**src/rtl/mono_readout_ctrl.sv**
```systemverilog
// Token readout sequencer for one front-end flavour: freezes the double-columns,
// serves pending tokens lowest index first and streams {col, data} words downstream.
module mono_readout_ctrl #(
  parameter int NCOL          = 56,
  parameter int DATA_W        = 21,
  parameter int COL_W         = 6,
  parameter int FREEZE_SETTLE = 2,
  parameter int READ_PULSE    = 2,
  parameter int TOK_SETTLE    = 2
) (
  input  logic                     CLK,
  input  logic                     nRST,
  input  logic                     EN,
  input  logic [NCOL-1:0]          nTOK,
  input  logic [NCOL*DATA_W-1:0]   Data,
  output logic [NCOL-1:0]          FREEZE,
  output logic [NCOL-1:0]          Read,
  output logic [COL_W+DATA_W-1:0]  DATA_OUT,
  output logic                     DATA_VALID,
  input  logic                     DATA_READY,
  output logic                     BUSY,
  output logic [15:0]              HIT_CNT
);

  typedef enum logic [2:0] {IDLE, FRZ, SCAN, READ, OUT, TOKW, UNFRZ} state_t;

  state_t            state;
  logic [7:0]        cnt;
  logic [COL_W-1:0]  col;
  logic [COL_W-1:0]  scan_col;
  logic              hit;
  logic [DATA_W-1:0] col_data [NCOL];

  for (genvar g = 0; g < NCOL; g++) begin : g_col
    assign col_data[g] = Data[g*DATA_W +: DATA_W];
  end

  // Lowest pending column wins: scan high to low so the last match is the lowest.
  always_comb begin
    hit      = 1'b0;
    scan_col = '0;
    for (int c = NCOL-1; c >= 0; c--) begin
      if (!nTOK[c]) begin
        hit      = 1'b1;
        scan_col = COL_W'(c);
      end
    end
  end

  always_ff @(posedge CLK or negedge nRST) begin
    if (!nRST) begin
      state      <= IDLE;
      cnt        <= '0;
      col        <= '0;
      FREEZE     <= '0;
      Read       <= '0;
      DATA_OUT   <= '0;
      DATA_VALID <= 1'b0;
      BUSY       <= 1'b0;
      HIT_CNT    <= '0;
    end else begin
      case (state)
        IDLE: begin
          if (EN && !(&nTOK)) begin
            state  <= FRZ;
            FREEZE <= '1;
            BUSY   <= 1'b1;
            cnt    <= '0;
          end
        end
        FRZ: begin
          if (cnt == 8'(FREEZE_SETTLE-1)) state <= SCAN;
          else                             cnt   <= cnt + 8'd1;
        end
        SCAN: begin
          if (hit && EN) begin
            state <= READ;
            col   <= scan_col;
            Read  <= {{(NCOL-1){1'b0}}, 1'b1} << scan_col;
            cnt   <= '0;
          end else begin
            state  <= UNFRZ;
            FREEZE <= '0;
          end
        end
        READ: begin
          if (cnt == 8'(READ_PULSE-1)) begin
            state      <= OUT;
            Read       <= '0;
            DATA_OUT   <= {col, col_data[col]};
            DATA_VALID <= 1'b1;
          end else begin
            cnt <= cnt + 8'd1;
          end
        end
        OUT: begin
          if (DATA_READY) begin
            state      <= TOKW;
            DATA_VALID <= 1'b0;
            cnt        <= '0;
            if (HIT_CNT != 16'hFFFF) HIT_CNT <= HIT_CNT + 16'd1;
          end
        end
        TOKW: begin
          // Give the column time to release its token before re-scanning.
          if (cnt == 8'(TOK_SETTLE-1)) state <= SCAN;
          else                          cnt   <= cnt + 8'd1;
        end
        UNFRZ: begin
          state <= IDLE;
          BUSY  <= 1'b0;
        end
        default: state <= IDLE;
      endcase
    end
  end

endmodule
```
**config.mk**
```make
export PLATFORM = sky130hd
export DESIGN_NAME = mono_readout_ctrl
export DESIGN_NICKNAME = d
export VERILOG_FILES = /design/src/rtl/mono_readout_ctrl.sv
export SDC_FILE = /design/constraint.sdc
export NUM_CORES = 1
export LEC_CHECK = 0
export ABC_CLOCK_PERIOD_IN_PS = 2190
export CORE_AREA = 4 4 533 535
export DETAILED_ROUTE_END_ITERATION = 16
export DIE_AREA = 0 0 537 539
export SLEW_MARGIN = 20
export SYNTH_ARGS = -nofsm -noshare
export SYNTH_HDL_FRONTEND = slang
export SYNTH_SLANG_ARGS = --single-unit
export TNS_END_PERCENT = 20
```
**constraint.sdc**
```tcl
create_clock -name CLK -period 2.19 [get_ports CLK]
set_clock_uncertainty 0.15 [all_clocks]
set_input_delay 0.438 -clock CLK [delete_from_list [all_inputs] [get_ports CLK]]
set_output_delay 0.438 -clock CLK [all_outputs]
set_load 0.005 [all_outputs]
```
### Word level (Yosys, flattened, before mapping)

Cells that the tools add are included.

| cells by class | value |
|---|---|
| shift-type cells | 1 |
| equal/unequal tests | 15 |
| mux-type cells | 137 |
| bitwise operators | 1 |
| add/subtract/negate cells | 2 |
| $lt $le $gt $ge | 1 |
| reductions and logical operators | 21 |

Operators with widths:

| operator | count |
|---|---|
| two-way mux 6 bit | 56 |
| two-way mux 56 bit | 4 |
| one-hot mux 56 bit (2 select lines) | 2 |
| binary-select mux 21 bit (select 6 bit) | 1 |
| two-way mux 1 bit | 59 |
| AND reduction 56 bit | 1 |
| << shifter 1 x 6 -> 56 bit (first input constant) | 1 |
| two-way mux 21 bit | 2 |
| two-way mux 8 bit | 4 |
| one-hot mux 8 bit (4 select lines) | 1 |
| adder 16 x 1 -> 16 bit (second input constant) | 1 |
| != test 16 bit (second input constant) | 1 |
| two-way mux 3 bit | 5 |
| one-hot mux 3 bit (5 select lines) | 1 |
| != test 2 bit (second input constant) | 6 |
| AND reduction 3 bit | 4 |
| equality test 3 bit (second input constant) | 3 |
| adder 8 x 1 -> 8 bit (second input constant) | 1 |
| equality test 8 x 1 -> 1 bit (second input constant) | 1 |
| nonzero test 2 bit | 4 |
| greater-or-equal comparator 7 bit (second input constant) | 1 |
| inverter 6 -> 7 bit | 1 |
| equality test 3 x 2 -> 1 bit (second input constant) | 2 |
| AND reduction 2 bit | 3 |
| 11 further kinds | 13 |

| storage, ports and cells | value |
|---|---|
| word-level logic and storage cells | 187 |
| register bits after elaboration | 174 |
| bits of input ports | 1236 |

### Longest topological paths before layout

Gate-level depths: netlist of run 1.

| depth | value |
|---|---|
| depth after elaboration | 59 |
| depth in mapped cells | 11 |
| mapped depth without buffers | 8 |

### Least setup slack after synthesis of run 1

OpenSTA, ideal clock, no wires.

| timing path | value |
|---|---|
| kind | register -> register |
| start point | reg col[0] |
| end point | reg DATA_OUT[16] |
| cell stages (with the launch flop) | 10 |
| path buffers | 4 |
| setup time | 137 ps |
| required time | 1903 ps |
| arrival time | 2098 ps |
| period minus slack after synthesis | 2385 ps |
| slack | -195 ps |
| cell sequence | dfrtp_1 > buf_6 > buf_4 > buf_4 > buf_2 > mux4_2 > mux2i_1 > nor2_1 > o32ai_1 > a21oi_1 |

| between the ends | value |
|---|---|
| cells in the longest elaborated chain, start to end | 4 |

Ends and longest elaborated chain:

| what | line | RTL |
|---|---|---|
| start: declaration | 29 | `logic [COL_W-1:0] col;` |
| start signal: assignment | 78 | `col <= scan_col;` |
| inverter 6 -> 7 bit (not written as such) | 90 | `DATA_OUT <= {col, col_data[col]};` |
| binary-select mux 21 bit (select 6 bit) | 90 |  |
| two-way mux 21 bit (not written as such) (2 in a row) | 90 |  |
| end signal: assignment | 90 |  |
| end: declaration | 18 | `output logic [COL_W+DATA_W-1:0] DATA_OUT,` |

Every way passes these cells. The select of a mux whose other input is x is not followed.
A chain may end at the register's enable or synchronous reset.

### Worst setup path in the final report of run 1

| timing path | value |
|---|---|
| start point | reg col[0] |
| end point | reg DATA_OUT[13] |

Same word-level chain as after synthesis.

==> impl_metrics.env, run 1 <==
export IMPL_place_area_um2=36500
export IMPL_start_kind="flop"
export IMPL_layout_commonest_cell="clkdlybuf4s50_1"
export IMPL_fill_cells=31200
export IMPL_status="finished, violations left"
export IMPL_path_max_fanout=8
export IMPL_die_x_um=537
export IMPL_arrival_ps=3210
export IMPL_dpl_cell_count=6578
export IMPL_grt_pass1_vias=21800
export IMPL_remaining_drc_errors=0
export IMPL_dieArea_um2=289000
export IMPL_synth_nets=2490
export IMPL_setup_tns_ps=-24230
export IMPL_nNetsFinal=4172
export IMPL_vdd_drop_max_uv=657
export IMPL_synth_area_um2=15400
export IMPL_hold_start="DATA_OUT[22]"
export IMPL_worst_pin_slew_ps=624
export IMPL_via_count=20700
export IMPL_drt_pass1_iter_count=6
export IMPL_pre_cts_slack_ps=-1160
export IMPL_relSlewSlack_pct=58.1
export IMPL_via_per_inst=3.08
export IMPL_most_common_layout_cells="1261 x clkdlybuf4s50_1, 332 x mux4_2, 319 x buf_4"
export IMPL_tritoncts="built"
export IMPL_fin_cells=6723
export IMPL_fin_crit_ps=3010
export IMPL_intPower_w=0.0185
export IMPL_min_period_over_period_pct=137
export IMPL_core_um2=279000
export IMPL_cts_buffers=17
export IMPL_cts_sinks=119
export IMPL_synth_cell_types=62
export IMPL_synthCells=1251
export IMPL_power_frac_comb_pct=81.8
export IMPL_io_pins=1393
export IMPL_drive_gt1_share_pct=34.1
export IMPL_die_y_um=539
export IMPL_seqCellArea_um2=3000
export IMPL_critPathRequiredTime_ps=2390
export IMPL_seq_power_share_pct=9.2
export IMPL_dp_hpwl_um=181000
export IMPL_finalHoldViolations=0
export IMPL_violations="negative setup slack"
export IMPL_syn_area_per_cell_um2=12.3
export IMPL_rsz0062_at_grt="yes"
export IMPL_fin_ws_ps=-817
export IMPL_fin_area_um2=39000
export IMPL_cap_violations=0
export IMPL_r2r_start="col[0]"
export IMPL_yosysSeqAreaShare_pct=19.3
export IMPL_final_util_pct=14.0
export IMPL_critPathLaunch="col[0]"
export IMPL_syn_to_final_growth_pct=153
export IMPL_overflow=0
export IMPL_synthArstFlopShare_pct=100
export IMPL_num_rows=194
export IMPL_leakagePower_nw=13.5
export IMPL_hold_path_class="flop to flop"
export IMPL_max_freq_mhz=333
export IMPL_grt_pass1_wl_um=241000
export IMPL_grt_max_degree=57
export IMPL_clock_latency_ps=480
export IMPL_swShare_pct=44.9
export IMPL_grt_antenna_before_repair=173
export IMPL_path_class="flop to flop"
export IMPL_clk_pin_slew_worst_paths_ps=100
export IMPL_yosysWarnings=0
export IMPL_pwr_share_clk_pct=9.0
export IMPL_synth_ff_type="dfrtp_1"
export IMPL_synth_seq_cells=119
export IMPL_powerDensity_nw_per_um2=861
export IMPL_synth_edf_count=0
export IMPL_route_final_wire_length_um=198000
export IMPL_setup_viol=84
export IMPL_htree_num_levels=4
export IMPL_cts_root_buf="clkbuf_16"
export IMPL_gp_congestion=0.965
export IMPL_power_switching_w=0.0151
export IMPL_cts_buffer_depth=2
export IMPL_slew_violations=0
export IMPL_drt_first_iter_violations=1288
export IMPL_cp_end_kind="flop"
export IMPL_wire_per_inst_um=29.5
export IMPL_initial_core_util_pct=5.52
export IMPL_drtAntennaViolNets=0
export IMPL_multi_input_area_um2=12300
export IMPL_track_usage_pct=13.0
export IMPL_portBuffers=1392
-- final cells by class --
type / instances / area share (%)
tap: 3724 / 12.0
timing repair buffer: 1830 / 46.9
clock buffer: 17 / 1.09
clock inverter: 15 / 0.398
antenna: 53 / 0.340
inverter: 17 / 0.164
multi-input combinational: 948 / 31.5
sequential: 119 / 7.70
-- cells by family after synthesis --
family | Yosys count | synth area share (%)
simple gates | 324 | 10.4
buf+inv | 184 | 7.28
xor+xnor | 20 | 1.14
fa+ha+maj | 3 | 0.244
flops | 119 | 19.3
compound gates | 211 | 9.20
mux | 390 | 52.4
-- repair_timing --
item / CTS / global route
gates cloned: 5 / 2
endpoints found under the hold margin: 41 / 0
pin swaps: 68 / 44
gates resized for setup: 316 / 135
endpoints found under the setup margin: 172 / 111
hold buffers: 1 / 0
setup buffers: 39 / 21
-- routing by layer --
layer	GRT usage [%]	part of all wire (%)
met1	14.8	38
met2	22.3	48
met3	4.84	10
met4	3.89	3.4
met5	0	0.38
-- path summary, 6_finish.rpt --
path                           endpoint  slack [ps]  cells after the start
setup / recovery           DATA_OUT[13]        -820                      8
hold / removal             DATA_OUT[22]         340                      2
setup reg to reg           DATA_OUT[13]        -820                      8
hold reg to reg            DATA_OUT[22]         340                      2
max in group asynchronous    HIT_CNT[9]         920                      3
min in group asynchronous      Read[51]         360                      2
-- through the flow --
stage,hold slack (ps),power (W)
floorplan,-7.59,0.0143
global placement,291,0.0293
global route,358,0.0358
finish,337,0.0336
CTS,317,0.0345
detailed placement,297,0.0294
-- synthesized netlist by cell type (all sizes together), types with 4 or more instances --
library cell | instances | share of area [%]
nand2 | 117 | 2.9
o21ai | 60 | 2.0
xnor2 | 11 | 0.63
a22o | 25 | 1.4
a21oi | 36 | 1.2
and3 | 9 | 0.37
mux2 | 6 | 0.44
o32ai | 11 | 0.63
a22oi | 11 | 0.54
nand3 | 30 | 0.98
or3 | 6 | 0.24
dfrtp | 119 | 19
inv | 17 | 0.41
nand4 | 30 | 1.2
xor2 | 9 | 0.51
nor2 | 54 | 1.3
nor3 | 13 | 0.49
a31o | 4 | 0.23
a211oi | 13 | 0.63
clkbuf | 30 | 0.73
mux2i | 52 | 3.4
mux4 | 332 | 49
o221ai | 5 | 0.32
nand2b | 6 | 0.24
nor4 | 6 | 0.42
a31oi | 10 | 0.41
a221oi | 4 | 0.23
o22ai | 6 | 0.24
nor2b | 34 | 1.4
buf | 137 | 6.1
and2 | 9 | 0.37
-- power by group through the flow --
| stage | combinational (W) | clock, W | sequential, W |
|---|---|---|---|
| final | 0.0275 | 0.00303 | 0.00307 |
| after global placement | 0.0262 | 0 | 0.00313 |
| after floorplan | 0.0113 | 0 | 0.00294 |
| after global routing | 0.0294 | 0.00323 | 0.00316 |
| after detailed placement | 0.0262 | 0 | 0.00314 |
| after CTS | 0.0282 | 0.00321 | 0.00312 |
-- registers in the layout, indices dropped and copies added (netlist names) --
register    count
cnt             8
FREEZE          1
DATA_VALID      1
HIT_CNT        16
col             6
BUSY            1
state           3
DATA_OUT       27
Read           56
-- worst max-delay path, cell delays in order (launching register included) --
cell     delay, ps
dfrtp_4        510
buf_12         210
buf_12         160
buf_4          110
mux4_2         660
mux4_2         580
nor2b_4        160
o32ai_2        200
a21oi_1         60
No activity file was read; power rests on OpenSTA's default activity.
==> inputs of run 2 (changes only) <==
--- a/config.mk
+++ b/config.mk
@@ -9,6 +9,7 @@
 export CORE_AREA = 4 4 533 535
 export DETAILED_ROUTE_END_ITERATION = 16
 export DIE_AREA = 0 0 537 539
+export GPL_TIMING_DRIVEN = 0
 export SLEW_MARGIN = 20
 export SYNTH_ARGS = -nofsm -noshare
 export SYNTH_HDL_FRONTEND = slang
==> run 2 against run 1 <==
Against the previous run:
- the run still ends with negative setup slack left
- first-iteration DRC count grew 10%
- global-route usage increased by 1.9 points
- via count grew 0.39%
- hold slack got worse by 8.8 ps
- non-clock buffer count down 138
- combinational power increased by 13%
- worst setup slack worse by 180 ps
- fmax down 5.6%
- total power grew 10%
- wire length is 14% higher
- sequential share of layout area up 0.058 points
- register-to-register slack got worse by 180 ps
- largest power group unchanged
- highest routed layer unchanged
==> impl_metrics.env, run 2 (synthesized netlist as in run 1, its figures left out) <==
export IMPL_grt_pass1_vias=21800
export IMPL_arrival_ps=3390
export IMPL_syn_to_final_growth_pct=150
export IMPL_most_common_layout_cells="1330 x clkdlybuf4s50_1, 332 x mux4_2, 144 x buf_4"
export IMPL_worst_r2r_setup_slack_ps=-1000
export IMPL_remaining_drc_errors=0
export IMPL_drt_first_iter_violations=1422
export IMPL_slew_violations=0
export IMPL_relSlewSlack_pct=42.6
export IMPL_grt_pass1_wl_um=269000
export IMPL_violations="negative setup slack"
export IMPL_dp_hpwl_um=202000
export IMPL_rsz0062_at_grt="yes"
export IMPL_core_um2=279000
export IMPL_max_freq_mhz=314
export IMPL_pre_cts_slack_ps=-2470
export IMPL_crit_family="multiplexers"
export IMPL_htree_num_levels=4
export IMPL_drive_gt1_share_pct=29.9
export IMPL_cap_violations=0
export IMPL_cp_end_kind="flop"
export IMPL_cts_buffer_depth=2
export IMPL_track_usage_pct=14.8
export IMPL_via_count=20800
export IMPL_gp_congestion=0.967
export IMPL_worst_pin_slew_ps=861
export IMPL_route_final_wire_length_um=226000
export IMPL_regMostFlops="Read"
export IMPL_dpl_cell_count=6384
export IMPL_fin_area_um2=38500
export IMPL_drt_pass1_iter_count=5
export IMPL_path_max_fanout=11
export IMPL_clock_latency_ps=500
export IMPL_place_area_um2=34500
export IMPL_num_rows=194
export IMPL_via_per_inst=3.16
export IMPL_nNetsFinal=4034
export IMPL_cts_root_buf="clkbuf_16"
export IMPL_clk_pin_slew_worst_paths_ps=90
export IMPL_start_kind="flop"
export IMPL_grt_max_degree=67
export IMPL_tritoncts="built"
export IMPL_hold_path_class="flop to flop"
export IMPL_finalHoldViolations=0
export IMPL_status="finished, violations left"
export IMPL_die_x_um=537
export IMPL_vdd_drop_max_uv=490
export IMPL_cts_sinks=119
export IMPL_setup_viol=157
export IMPL_fin_ws_ps=-996
export IMPL_io_pins=1393
export IMPL_fin_crit_ps=3190
export IMPL_cp_num_buf_inv=4
export IMPL_fill_cells=31100
export IMPL_max_stage_delay_ps=560
export IMPL_portBuffers=1392
export IMPL_die_y_um=539
export IMPL_initial_core_util_pct=5.52
export IMPL_cts_buffers=17
export IMPL_critPathRequiredTime_ps=2390
export IMPL_drtAntennaViolNets=0
export IMPL_path_class="flop to flop"
export IMPL_slowest_stage="mux4_2"
export IMPL_overflow=0
export IMPL_wire_per_inst_um=34.4
export IMPL_largestRegisters="Read x56, DATA_OUT x27, HIT_CNT x16"
export IMPL_leakagePower_nw=13.2
export IMPL_min_period_over_period_pct=145
export IMPL_dieArea_um2=289000
export IMPL_grt_antenna_before_repair=147
export IMPL_cp_cell_sequence="buf_12 > buf_16 > buf_12 > buf_16 > mux4_2 > mux2i_4 > a21oi_1 > mux2i_2 > a21oi_1"
export IMPL_setup_tns_ps=-59510
export IMPL_fin_cells=6578
export IMPL_largest_reg_flops=56
export IMPL_powerDensity_nw_per_um2=961
export IMPL_layout_commonest_cell="clkdlybuf4s50_1"
-- run 2: changes by cell type in the layout (fill, tap and decap cells not counted), moves of 12 or more --
cell	before	now
clkdlybuf4s50_1	1261	1330
buf_12	57	34
dlygate4sd2_1	86	17
buf_16	3	29
dlymetal6s2s_1	22	40
nand2_2	25	13
buf_6	55	35
a21oi_2	17	4
buf_4	319	144
a21oi_1	17	30
-- run 2: cell type report --
cell class                      count  area (um2)  share of cell area (%)
Antenna cell                       46         115                   0.299
Buffer                            165        2000                    5.20
Clock buffer                       17         425                    1.10
Clock inverter                     15         150                   0.390
Inverter                           17        63.8                   0.166
Multi-Input combinational cell    948       12500                    32.4
Sequential cell                   119        2990                    7.75
Tap cell                         3724        4660                    12.1
Timing Repair Buffer             1527       15600                    40.6
-- run 2: power breakdown --
part	internal, W	switching, W
Clock	0.00152	0.00160
Sequential	0.00259	0.000314
Combinational	0.0147	0.0163
Total	0.0188	0.0183
-- run 2: per-stage QoR --
step	util [%]	power [W]	hold slack [ps]
2_1_floorplan	-	0.0143	-7.59
3_3_place_gp	12.2	0.0297	313
3_5_place_dp	12.4	0.0301	311
4_1_cts	13.4	0.0369	317
5_1_grt	13.8	0.0390	341
6_report	13.8	0.0370	329
-- run 2: what timing repair did --
action / in CTS / in global routing
pin swaps: 66 / 50
gates cloned: 5 / 4
gates resized for setup: 397 / 181
setup endpoints to repair: 181 / 172
hold buffers: 1 / 0
buffers inserted: 52 / 57
endpoints found under the hold margin: 65 / 0
-- run 2: worst paths after layout --
| kind | startpoint | to | cells after the start |
|---|---|---|---|
| max | col[0] | DATA_OUT[10] | 9 |
| min | DATA_OUT[22] | DATA_OUT[22] | 2 |
| max reg2reg | col[0] | DATA_OUT[10] | 9 |
| min reg2reg | DATA_OUT[22] | DATA_OUT[22] | 2 |
| max in group asynchronous | nRST | HIT_CNT[11] | 3 |
| min in group asynchronous | nRST | Read[30] | 2 |
-- run 2: per-layer routing --
layer | GRT usage [%] | share of wire [%] | wire (um)
met1 | 17.7 | 40 | 89500
met2 | 25.2 | 48 | 108000
met3 | 4.75 | 9.3 | 21000
met4 | 4.43 | 3.4 | 7770
met5 | 0 | 0.22 | 491
-- run 2: worst reg2reg max path, stage by stage, from the launching register on --
cell and delay, ps:
dfrtp_1 410, buf_12 190, buf_16 180, buf_12 250, buf_16 270, mux4_2 600
mux2i_4 400, a21oi_1 170, mux2i_2 330, a21oi_1 130
==> inputs of run 3 (changes only) <==
--- a/config.mk
+++ b/config.mk
@@ -7,6 +7,7 @@
 export LEC_CHECK = 0
 export ABC_CLOCK_PERIOD_IN_PS = 2190
 export CORE_AREA = 4 4 533 535
+export CTS_BUF_LIST = sky130_fd_sc_hd__clkbuf_16
 export DETAILED_ROUTE_END_ITERATION = 16
 export DIE_AREA = 0 0 537 539
 export GPL_TIMING_DRIVEN = 0
==> results of run 3 <==
The final DEF is identical to that of run 2; final timing and power are the same.
